==> src/rtl/alu_arbiter.sv <==
// Two-requester round-robin front end for a shared combinational ALU.
// Each requester has a one-entry response buffer that can refill while it drains.
module alu_arbiter #(
    parameter int DW   = 32,
    parameter int SELW = 6
) (
    input  logic            clk,
    input  logic            reset,

    input  logic            req0_valid,
    output logic            req0_ready,
    input  logic [DW-1:0]   req0_a,
    input  logic [DW-1:0]   req0_b,
    input  logic [SELW-1:0] req0_sel,

    input  logic            req1_valid,
    output logic            req1_ready,
    input  logic [DW-1:0]   req1_a,
    input  logic [DW-1:0]   req1_b,
    input  logic [SELW-1:0] req1_sel,

    output logic [DW-1:0]   alu_a,
    output logic [DW-1:0]   alu_b,
    output logic [SELW-1:0] alu_select,
    input  logic [DW-1:0]   alu_result,

    output logic            rsp0_valid,
    input  logic            rsp0_ready,
    output logic [DW-1:0]   rsp0_result,
    output logic            rsp0_err,

    output logic            rsp1_valid,
    input  logic            rsp1_ready,
    output logic [DW-1:0]   rsp1_result,
    output logic            rsp1_err,

    output logic [15:0]     grant_cnt0,
    output logic [15:0]     grant_cnt1
);

    localparam logic [SELW-1:0] SEL_MIN = SELW'(19);
    localparam logic [SELW-1:0] SEL_MAX = SELW'(37);

    logic          ptr;
    logic          elig0, elig1;
    logic          gnt0, gnt1;
    logic          legal;
    logic [DW-1:0] cap_result;

    always_comb begin
        elig0      = 1'b0;
        elig1      = 1'b0;
        gnt0       = 1'b0;
        gnt1       = 1'b0;
        alu_a      = '0;
        alu_b      = '0;
        alu_select = '0;

        // A full buffer that drains this cycle can accept a new result at the same edge.
        if (!reset) begin
            elig0 = req0_valid & (~rsp0_valid | rsp0_ready);
            elig1 = req1_valid & (~rsp1_valid | rsp1_ready);
        end

        gnt0 = elig0 & (~elig1 | ~ptr);
        gnt1 = elig1 & (~elig0 | ptr);

        if (gnt0) begin
            alu_a      = req0_a;
            alu_b      = req0_b;
            alu_select = req0_sel;
        end else if (gnt1) begin
            alu_a      = req1_a;
            alu_b      = req1_b;
            alu_select = req1_sel;
        end

        legal      = (alu_select >= SEL_MIN) && (alu_select <= SEL_MAX);
        cap_result = legal ? alu_result : '0;
    end

    assign req0_ready = gnt0;
    assign req1_ready = gnt1;

    always_ff @(posedge clk) begin
        if (reset) begin
            ptr         <= 1'b0;
            rsp0_valid  <= 1'b0;
            rsp0_result <= '0;
            rsp0_err    <= 1'b0;
            rsp1_valid  <= 1'b0;
            rsp1_result <= '0;
            rsp1_err    <= 1'b0;
            grant_cnt0  <= '0;
            grant_cnt1  <= '0;
        end else begin
            // Pointer moves to the loser only when there was real contention.
            if (elig0 && elig1) begin
                ptr <= gnt0;
            end

            if (gnt0) begin
                rsp0_valid  <= 1'b1;
                rsp0_result <= cap_result;
                rsp0_err    <= ~legal;
                grant_cnt0  <= grant_cnt0 + 16'd1;
            end else if (rsp0_ready) begin
                rsp0_valid  <= 1'b0;
            end

            if (gnt1) begin
                rsp1_valid  <= 1'b1;
                rsp1_result <= cap_result;
                rsp1_err    <= ~legal;
                grant_cnt1  <= grant_cnt1 + 16'd1;
            end else if (rsp1_ready) begin
                rsp1_valid  <= 1'b0;
            end
        end
    end

endmodule

==> config.mk <==
export PLATFORM = sky130hd
export DESIGN_NAME = alu_arbiter
export DESIGN_NICKNAME = d
export VERILOG_FILES = /design/src/rtl/alu_arbiter.sv
export SDC_FILE = /design/constraint.sdc
export NUM_CORES = 1
export LEC_CHECK = 0
export ABC_AREA = 1
export CELL_PAD_IN_SITES_DETAIL_PLACEMENT = 1
export CELL_PAD_IN_SITES_GLOBAL_PLACEMENT = 1
export CORE_ASPECT_RATIO = 0.6
export CORE_UTILIZATION = 20
export DETAILED_ROUTE_END_ITERATION = 8
export PLACE_DENSITY_LB_ADDON = 0.1
export SLEW_MARGIN = 20
export SYNTH_ARGS = -nofsm -noshare
export SYNTH_HDL_FRONTEND = slang
export SYNTH_SLANG_ARGS = --single-unit
==> constraint.sdc <==
create_clock -name clk -period 1.9 [get_ports clk]
set_clock_uncertainty 0.2 [all_clocks]
set_input_delay 0.285 -clock clk [delete_from_list [all_inputs] [get_ports clk]]
set_output_delay 0.285 -clock clk [all_outputs]
set_load 0.005 [all_outputs]
==> run metrics <==
Crit. End Element=output pin; first-pass GRT wire length=36800 um; Vias/cell=4.52; mean post-synth cell area=7.77 um2; leakage power=4.22 nW; Crit Path Max Fanout=7; GRT Overall Usage=just over 20%; dpl hpwl=between 15000 and 20000 um; pwr/cell area=589 nW/um2; top-area cell type share of the netlist area=between 40% and 50%; WL per Instance=19.6 um; cell taking the most area after synthesis=dfxtp_1; Antenna Nets Post-Route=0; Yosys reg bits=101; commonest non-fill, non-tap cell in the layout=clkdlybuf4s50_1; status=finished with violations; failing checks=negative setup slack; Die H=120 um; placed inst area=8750 um2; CTS tree=built; number of port buffers=349; Max IR drop VDD=0.395 mV; max_slew headroom=57.2%; CTS Buffer Depth=2; final hold vios=0; Setup violations, final=142; grt ovf=0; die area=23800 um2; GP Congestion=0.769; RSZ-0062 raised after global routing=yes; Cells after Synth=596; Site Rows=42; Post-Layout Inst Area=10200 um2; Initial Util=20.7%; CP Launch Type=flip-flop; Mapped Nets=776; MaxCap Viol Count=0; Worst Path Class, Setup=flip-flop to output pin; final WL=25900 um; clk root buf=clkbuf_16; Hold WC Path Type=primary input to flip-flop; vias post-DR=5965; crit path DAT=1770 ps; core area=22400 um2; H-tree Lvls=3; Hold Slack=259 ps; Critical Path RT=around 1400 ps; Synth area leaders=dfxtp_1 44%, a22o_1 12%, nand2_1 6.6%, o21ai_0 6.3%, a21oi_1 6.2%; Worst Tran Pin Value=approximately 640 ps; most frequent cells in the layout=268 x clkdlybuf4s50_1, 95 x dfxtp_1, 63 x a22o_1; Die X=198 um; share of layout cells above drive strength 1=32.7%; sequential cell area fraction in the yosys report=a little over two fifths; Inserted Clock Buffers=9; initial antenna violation count=0; total design power=5.99 mW; mapped cell area=between 4000 and 5000 um2; count of pins over their slew limit=0; Iter 0 DRT Violations=227; layout net count=roughly 1200; vias in the first global route=5760; setup TNS=-32240 ps; Tcrit/Tclk final=118%; antenna cells=0; # DRC=0; Worst-path clk slew=70 ps; Netlist cell types=27; Clock Latency Late Sink=340 ps; pin count of the biggest net entering global routing=70; TritonCTS Sinks=101; Pre-antenna DRT Iters=4; IO Count=350; fmax=0.444 GHz; Synth-to-Final Area Change=120%; fin crit period=approximately 2300 ps; final setup margin=-351 ps; synth warn=0
logic make-up after synthesis:
logic type | Yosys count | synth area share, %
fa+ha+maj | 2 | 0.540
compound gates | 211 | 28.2
xor+xnor | 5 | 0.946
simple gates | 197 | 19.2
flops | 101 | 43.7
buf+inv | 80 | 7.43
final cells by class:
cell class	instances	area, um2
clock buffers	12	256
clock inverters	4	77.6
fillers	2595	12200
inverters	36	163
multi-input cells	415	2990
flip-flops and latches	101	2030
well taps	308	385
repair buffers	443	4280
sequential cells by signal, indices dropped and copies added, names as in the netlist:
signal and cells:
rsp0_result 32, grant_cnt1 16, ptr 1, rsp1_err 1
rsp0_err 1, rsp0_valid 1, rsp1_valid 1, rsp1_result 32
grant_cnt0 16
timing repair:
action                                  in CTS  in global routing
hold buffers                                 0                  0
endpoints found under the setup margin     164                168
buffers inserted                            31                 15
pin swaps                                   11                 37
resized for setup                          338                228
gates cloned                                 8                  2
where the power goes:
group | switching, mW | internal (mW)
Sequential | 0.0498 | 2.20
Clock | 0.848 | 1.24
Combinational | 0.713 | 0.948
worst max-delay path, stage by stage, from the launching register on:
cell and delay, ps:
dfxtp_4 390, inv_4 40, nor2_4 110, nor2_4 60
nand2_4 100, clkinv_8 100, buf_8 150, buf_6 110
a22o_1 210, buf_2 140
worst paths after layout:
kind                                 startpoint              end  slack [ps]  depth (start not counted)
worst max-delay path                 rsp0_valid        alu_b[20]        -350                          9
worst min-delay path                 rsp1_ready       rsp1_valid         260                          4
worst max register to register       rsp0_valid   rsp0_result[4]        -290                         16
worst min register to register  rsp1_result[27]  rsp1_result[27]         270                          2
routing by layer:
metal	GRT usage (%)	up-vias	wire (um)
li1	-	2934	-
met1	31.3	2917	13100
met2	29.6	106	11500
met3	4.72	8	1170
met4	2.64	0	111
met5	0	-	0
per-stage QoR:
stage / setup slack (ps) / utilization [%] / instances
floorplan: 70.2 / - / 596
global placement: -878 / 39.1 / 1261
detailed placement: -862 / 39.1 / 1261
CTS: -427 / 42.7 / 1315
global route: -439 / 45.5 / 1319
finish: -351 / 45.5 / 1319
Yosys cell counts:
cell type,number
dfxtp_1,101
nand2_1,81
a22o_1,64
o21ai_0,58
a21oi_1,57
nand3_1,57
inv_1,33
nor2_1,30
o21ai_1,28
clkbuf_1,24
buf_2,17
nor3_1,10
nand4_1,8
buf_6,3
inv_2,3
nand2_2,3
xor2_1,3
a31oi_1,2
ha_1,2
nor2_2,2
nor2_4,2
o21bai_1,2
xnor2_1,2
nand2_4,1
nand3_2,1
nor3b_1,1
nor4_1,1
(Power assumes the default switching activity.)
